==> config.mk <==
export PLATFORM = sky130hd
export DESIGN_NAME = sb64_inv
export DESIGN_NICKNAME = d
export VERILOG_FILES = /design/src/rtl/sb64_inv.sv
export SDC_FILE = /design/constraint.sdc
export NUM_CORES = 1
export LEC_CHECK = 0
export BUFFER_PORTS_ARGS = -buffer_cell sky130_fd_sc_hd__buf_2
export CORE_ASPECT_RATIO = 0.5
export CORE_UTILIZATION = 45
export CTS_CLUSTER_DIAMETER = 150
export DETAILED_ROUTE_END_ITERATION = 16
export GPL_TIMING_DRIVEN = 1
export PLACE_DENSITY = 0.66
export SYNTH_ARGS = -nofsm -noshare
export SYNTH_HDL_FRONTEND = slang
export SYNTH_SLANG_ARGS = --single-unit
export TNS_END_PERCENT = 1
==> constraint.sdc <==
create_clock -name clk -period 4.37 [get_ports clk]
set_input_delay 0.437 -clock clk [delete_from_list [all_inputs] [get_ports clk]]
set_output_delay 0.437 -clock clk [all_outputs]
set_load 0.1 [all_outputs]
==> src/rtl/sb64_inv.sv <==
// Iterative inverse of the SB64 Feistel box: UNROLL inverse rounds per clock,
// walking the round constants from the highest index down to zero.
module sb64_inv #(
    parameter int ROUNDS = 8,
    parameter int UNROLL = 4
) (
    input  logic              clk,
    input  logic              rst,
    input  logic              start,
    input  logic [63:0]       x_in,
    input  logic [ROUNDS-1:0] rc,
    output logic [63:0]       x_out,
    output logic              valid,
    output logic              busy
);

    localparam int IDXW = (ROUNDS > 1) ? $clog2(ROUNDS) : 1;

    // state | meaning
    // IDLE  | waiting for start; result (if any) held on x_out
    // RUN   | applying UNROLL inverse rounds per cycle
    typedef enum logic {
        IDLE = 1'b0,
        RUN  = 1'b1
    } state_t;

    state_t            state_q, state_d;
    logic [31:0]       l_q, r_q, l_d, r_d;
    logic [31:0]       l_chain, r_chain;
    logic [IDXW-1:0]   idx_q, idx_d;
    logic [ROUNDS-1:0] rc_q, rc_d;
    logic              valid_q, valid_d;
    logic              last_step;

    function automatic logic [31:0] f32(input logic [31:0] v);
        return ({v[26:0], v[31:27]} & v) ^ {v[30:0], v[31]};
    endfunction

    assign last_step = (idx_q == IDXW'(UNROLL - 1));

    // Indices below the chain length are only reached in IDLE, where the
    // chain output is discarded; the range guard keeps the bit select legal.
    always_comb begin
        logic [31:0]     tmp;
        logic [IDXW-1:0] idx_k;
        logic            cbit;
        tmp     = '0;
        idx_k   = '0;
        cbit    = 1'b0;
        l_chain = l_q;
        r_chain = r_q;
        for (int k = 0; k < UNROLL; k++) begin
            idx_k   = idx_q - IDXW'(k);
            cbit    = (int'(idx_k) < ROUNDS) ? rc_q[idx_k] : 1'b0;
            tmp     = r_chain;
            r_chain = l_chain ^ f32(r_chain) ^ {31'h7FFF_FFFF, cbit};
            l_chain = tmp;
        end
    end

    always_comb begin
        state_d = state_q;
        l_d     = l_q;
        r_d     = r_q;
        idx_d   = idx_q;
        rc_d    = rc_q;
        valid_d = 1'b0;
        case (state_q)
            IDLE: begin
                if (start) begin
                    l_d     = x_in[63:32];
                    r_d     = x_in[31:0];
                    rc_d    = rc;
                    idx_d   = IDXW'(ROUNDS - 1);
                    state_d = RUN;
                end
            end
            RUN: begin
                l_d = l_chain;
                r_d = r_chain;
                if (last_step) begin
                    // park the counter at zero rather than wrapping past it
                    idx_d   = '0;
                    valid_d = 1'b1;
                    state_d = IDLE;
                end else begin
                    idx_d = idx_q - IDXW'(UNROLL);
                end
            end
            default: state_d = IDLE;
        endcase
    end

    always_ff @(posedge clk) begin
        if (rst) begin
            state_q <= IDLE;
            l_q     <= '0;
            r_q     <= '0;
            idx_q   <= '0;
            rc_q    <= '0;
            valid_q <= 1'b0;
        end else begin
            state_q <= state_d;
            l_q     <= l_d;
            r_q     <= r_d;
            idx_q   <= idx_d;
            rc_q    <= rc_d;
            valid_q <= valid_d;
        end
    end

    assign x_out = {l_q, r_q};
    assign valid = valid_q;
    assign busy  = (state_q == RUN);

endmodule

==> summary.md, run 1 <==
| Metric | Value |
|---|---|
| Worst slew pin tran | `1.04 ns` |
| CTS tree | `built` |
| Seq cells post-synth | `76` |
| Critical Path RT | `4.59 ns` |
| Reg2reg start | `r_q[24]` |
| Yosys Warn Count | `0` |
| Root Driver | `clkbuf_16` |
| Antenna cells | `0` |
| Slew Viols, Final | `0` |
| Synthesis-to-layout area growth | `15.9%` |
| Compound-cell area share of the yosys netlist | `0.183` |
| Clk Latency, worst-skew pair | `0.35 ns` |
| Htree depth | `3` |
| Cell taking the most area after synthesis | `dfxtp_1` |
| HP Class | `in2reg` |
| Dpl hpwl | `about 23000 um` |
| Final setup fails | `0` |
| Die width | `194 um` |
| Register area share after synthesis | `0.183` |
| Die Y | `98.1 um` |
| HP Start | `rc[6]` |
| GRT Total Usage | `0.309` |
| IO Count | `141` |
| Crit path kind | `reg2reg` |
| Worst r2r path cells | `10` |
| Status | `complete, no violations` |
| Via Count | `between 7000 and 8000` |
| Sink of the worst hold path | `rc_q[6]` |
| Synth Instances | `958` |
| Final wirelength | `29500 um` |
| Mapped Nets | `1035` |
| DR DRC count | `0` |
| First-pass GRT wire length | `44600 um` |
| Max Freq | `268 MHz` |
| Async set-reset flop share out of synthesis | `0` |
| Post-synth top cells | `158 x xnor2_1, 88 x a211oi_1, 85 x nand2_1` |
| Final GP Congestion | `between 0.9 and 1` |
| Crit share post-route | `0.853` |
| Most frequent CP cell | `xnor2_1` |
| Core Area | `0.0177 mm2` |
| Initial antenna violation count | `0` |
| Adder-cell share of the synthesized area | `0.00301` |
| Crit path arrival time | `3.95 ns` |
| Hold_buf cts | `0` |
| CP max-delay cell | `xnor2_1` |
| Unrepaired setup endpoints after global routing | `no` |
| Share of the synthesized area in the top cell type | `0.183` |
| Worst Hold Depth | `3` |
| CP Capture Type | `flip-flop` |
| Full die area | `0.0191 mm2` |
| Total Neg Setup Slack | `0 ns` |
| Crit-path max FO | `6` |
| Post-synthesis cell area | `approximately 0.0083 mm2` |
| Post-synth EDFFs | `0` |
| Initial DRC Count | `758` |
| XOR/XNOR share of the synthesized area | `0.361` |
| Final Critical Period | `3.73 ns` |
| Dominant synthesized flop cell | `dfxtp_1` |
| Synth Area in Simple Gates | `0.180` |
| Clock skew | `0.00945 ns` |
| FP Rows | `34` |
| Vias in the first global route | `7250` |
| First drt pass iteration count | `5` |
| I/O Buffers | `140` |
| Mean area per synthesized cell | `8.68 um2` |
| CTS buffer count | `9` |
| Largest net degree at the start of global routing | `63` |
| Share of layout cells above drive strength 1 | `0.208` |
| Starting Density | `0.469` |
| Cell-by-cell trace of the critical path | `nand2_1 -> xor2_1 -> buf_4 -> xnor2_1 -> xnor2_1 -> xnor2_1 -> xnor3_1 -> xnor2_1 -> a21oi_1 -> nor2_1` |
| Mux cell area share after synthesis | `0.0649` |
| Clock transition at path regs | `0.07 ns` |
| CTS sink count | `76` |
| Setup crit start kind | `flip-flop` |
| Largest family of logic cells by synthesized area | `XOR/XNOR gates` |
| FF-to-FF End | `r_q[27]` |
| NumNets Final | `1164` |
| Worst path max stage delay | `0.91 ns` |
| WL per Instance | `22.2 um` |
| Remaining global-route overflow | `0` |
| Most common cell in the netlist | `xnor2_1` |
| # resized after CTS | `0` |
| Fin. Hold Viols | `0` |
| Vias per cell | `between 5 and 6` |
| Slew Limit Headroom | `0.301` |
| Routed Antenna Nets | `0` |
| Largest cells by area after synthesis | `dfxtp_1 18%, xnor2_1 17%, a211oi_1 7.9%, xnor3_1 6.5%, xor2_1 5.4%` |
| Worst setup path startpoint | `r_q[24]` |
| Synth cell types | `75` |
| Reg2reg setup slack | `0.64 ns` |
| Max_cap viols | `0` |
| Post-CTS setup buffers | `0` |
| Longest Clk Path Bufs | `2` |
==> critical path: cells and delay by family (launching register included) <==
family          cells  cell delay, ns
compound gates      1            0.16
xor+xnor            6            2.45
buf+inv             1            0.17
flops               1            0.55
simple gates        2            0.28
==> worst max path at each step <==
stage / endpoint / slack [ns] / cells past startpoint
floorplan: r_q[7] / 0.84 / 9
global placement: r_q[15] / 0.91 / 9
detailed placement: r_q[1] / 0.89 / 11
CTS: r_q[1] / 0.84 / 11
global route: r_q[0] / 0.46 / 9
finish: r_q[27] / 0.64 / 10
==> through the flow <==
step / worst slack (ns) / area, um2 / utilization / hold slack [ns] / instances
after floorplan: 0.836 / 8320 / - / 0.443 / 958
after global placement: 0.913 / 9320 / 0.525 / 0.464 / 1310
after detailed placement: 0.885 / 9320 / 0.525 / 0.467 / 1310
after CTS: 0.841 / 9640 / 0.544 / 0.315 / 1326
after global routing: 0.463 / 9640 / 0.544 / 0.312 / 1326
final: 0.641 / 9640 / 0.544 / 0.324 / 1326
==> final cells by class <==
class | count | area, um2
fillers | 1619 | 8100
multi-input cells | 827 | 6580
flip-flops and latches | 76 | 1530
repair buffers | 165 | 891
well taps | 234 | 293
clock buffers | 9 | 225
clock inverters | 7 | 100
inverters | 8 | 30.0
==> logic make-up after synthesis <==
family                     count (synthesis)
buffers and inverters                     55
muxes                                     48
AOI/OAI and AO/OA                        211
DFF                                       76
xor gates and xnor gates                 264
adders and majority gates                  2
and+or+nand+nor                          302
==> state kept, by name (all words and copies together) (netlist names) <==
signal	cells
valid	1
idx_q	2
l_q	32
rc_q	8
r_q	32
busy	1
==> placed cells by master, fill, tap and decap left out, drive strengths merged, types with 4 or more instances in the layout <==
| cell type | n |
|---|---|
| a2111oi | 11 |
| a211oi | 88 |
| a21oi | 33 |
| and2 | 5 |
| and3 | 13 |
| buf | 165 |
| clkbuf | 9 |
| dfxtp | 76 |
| inv | 8 |
| mux2 | 7 |
| mux2i | 37 |
| mux4 | 4 |
| nand2 | 85 |
| nand3 | 9 |
| nand4 | 9 |
| nor2 | 79 |
| nor2b | 45 |
| nor3 | 22 |
| nor3b | 4 |
| nor4 | 5 |
| o211ai | 7 |
| o21ai | 19 |
| o22ai | 7 |
| o31ai | 4 |
| or2 | 10 |
| or3 | 4 |
| xnor2 | 170 |
| xnor3 | 26 |
| xor2 | 55 |
| xor3 | 13 |
==> routing by layer <==
layer  vias up  track usage  share of wire
met5         -            0              0
met4         0       0.0507          0.011
met3        27        0.103           0.11
met2       357        0.424           0.40
met1      3808        0.467           0.48
li1       3716            -              -
Power of run 1 is not shown: default switching activity piles up to over one toggle a cycle in this logic, so the estimate is an artifact.
==> inputs of run 2 (changes only) <==
--- a/config.mk
+++ b/config.mk
@@ -7,11 +7,10 @@
 export LEC_CHECK = 0
 export BUFFER_PORTS_ARGS = -buffer_cell sky130_fd_sc_hd__buf_2
 export CORE_ASPECT_RATIO = 0.5
-export CORE_UTILIZATION = 45
+export CORE_UTILIZATION = 30
 export CTS_CLUSTER_DIAMETER = 150
 export DETAILED_ROUTE_END_ITERATION = 16
-export GPL_TIMING_DRIVEN = 1
-export PLACE_DENSITY = 0.66
+export GPL_TIMING_DRIVEN = 0
 export SYNTH_ARGS = -nofsm -noshare
 export SYNTH_HDL_FRONTEND = slang
 export SYNTH_SLANG_ARGS = --single-unit
==> constraint.sdc (replaced) <==
create_clock -name clk -period 3.9 [get_ports clk]
set_input_delay 0.39 -clock clk [delete_from_list [all_inputs] [get_ports clk]]
set_output_delay 0.39 -clock clk [all_outputs]
set_load 0.1 [all_outputs]
==> summary.md, run 2 (synthesized netlist as in run 1, its figures left out) <==
| Metric | Value |
|---|---|
| Status | `complete, no violations` |
| First-pass GRT wire length | `between 50000 and 60000 um` |
| Clock skew | `0.0155 ns` |
| Final setup fails | `0` |
| Antenna cells | `0` |
| Clock transition at path regs | `0.06 ns` |
| Share of layout cells above drive strength 1 | `0.186` |
| Longest Clk Path Bufs | `2` |
| Die width | `around 240 um` |
| Synthesis-to-layout area growth | `17.8%` |
| Final wirelength | `approximately 34000 um` |
| Worst slew pin tran | `1.23 ns` |
| CTS sink count | `76` |
| Post-CTS setup buffers | `0` |
| Root Driver | `clkbuf_16` |
| Fin. Hold Viols | `0` |
| Critical Path RT | `4.15 ns` |
| Initial antenna violation count | `0` |
| CTS buffer count | `9` |
| Fillers | `2813` |
| Full die area | `0.0284 mm2` |
| GRT Total Usage | `0.241` |
| CTS tree | `built` |
| Vias per cell | `5.57` |
| I/O Buffers | `139` |
| Remaining global-route overflow | `0` |
| Core Area | `0.0269 mm2` |
| NumNets Final | `1185` |
| Layout Utilization | `0.365` |
| Hold_buf cts | `0` |
| DR DRC count | `0` |
| Total Neg Setup Slack | `0 ns` |
| Dpl hpwl | `26800 um` |
| Via Count | `roughly 8300` |
| Crit share post-route | `0.972` |
| Max Freq | `about 260 MHz` |
| Initial DRC Count | `867` |
| Slew Viols, Final | `0` |
| Crit path arrival time | `4.04 ns` |
| Final GP Congestion | `0.959` |
| Routed Antenna Nets | `0` |
| Htree depth | `3` |
| Highest-count cells in the layout ignoring fill and taps | `157 x xnor2_1, 139 x buf_2, 88 x a211oi_1` |
| Vias in the first global route | `7992` |
| Area of the multi-input gates | `0.00661 mm2` |
| Crit-path max FO | `10` |
| Largest net degree at the start of global routing | `15` |
| Setup crit start kind | `flip-flop` |
| Biggest regs | `l_q x32, r_q x32, rc_q x8` |
| Commonest non-fill, non-tap cell in the layout | `xnor2_1` |
| Die Y | `120 um` |
| Max_cap viols | `0` |
| IO Count | `141` |
| CP Capture Type | `flip-flop` |
| HP Class | `in2reg` |
| WL per Instance | `~23 um` |
| Unrepaired setup endpoints after global routing | `no` |
| Final Critical Period | `3.79 ns` |
| Clk Latency, worst-skew pair | `about 0.37 ns` |
| First drt pass iteration count | `8` |
| Starting Density | `0.310` |
| Slew Limit Headroom | `0.177` |
| Reg2reg setup slack | `0.11 ns` |
| FF+latch area | `between 0.0015 and 0.002 mm2` |
| FP Rows | `42` |
| Crit path kind | `reg2reg` |
[run 2: cell types whose count changed in the layout (fill, tap and decap cells not counted), sizes merged]
cell	change
clkbuf	+45
buf	-23
clkinv	+2
clkinvlp	-1
bufinv	-2
[run 2: worst paths after layout]
kind	startpoint	endpoint	cells after the start
setup / recovery	r_q[26]	r_q[0]	9
hold / removal	rc[6]	rc_q[6]	3
setup reg to reg	r_q[26]	r_q[0]	9
hold reg to reg	rc_q[5]	rc_q[5]	2
[run 2: timing repair]
item / in CTS / in global routing
cloned: 0 / 0
resized for setup: 1 / 3
endpoints found under the setup margin: 1 / 4
[run 2: metrics by stage]
stage               instances  hold slack [ns]  worst slack (ns)  instance area, um2
floorplan                 958            0.443             0.366                8320
global placement         1471            0.464            0.0708                9480
detailed placement       1471            0.470            0.0207                9480
CTS                      1487            0.264             0.162                9780
global route             1487            0.265           0.00594                9800
finish                   1487            0.266             0.111                9800
[run 2: area by class of cell]
class                   count  area share
repair buffers            139      0.0710
multi-input cells         827       0.674
inverters                   8     0.00306
flip-flops and latches     76       0.155
well taps                 374      0.0478
clock inverters             6     0.00511
clock buffers              10      0.0244
plain buffers              47      0.0190
[run 2: worst max-delay path, stage by stage (launching register included)]
cell and delay [ns]:
dfxtp_1 0.61, nand2_1 0.13, xnor2_1 0.20, clkbuf_1 0.60, inv_1 0.18, xnor3_1 0.54, xnor2_1 0.68, xnor2_1 0.18
and3_1 0.21, a2111oi_0 0.34
[run 2: per-layer routing]
metal	vias up	wire length [um]	global-route usage
met2	387	15000	0.369
met4	0	793	0.0758
met1	4099	15800	0.335
met5	-	0	0
met3	50	2920	0.0531
li1	3742	-	-
Power of run 2 is left out for the same reason.
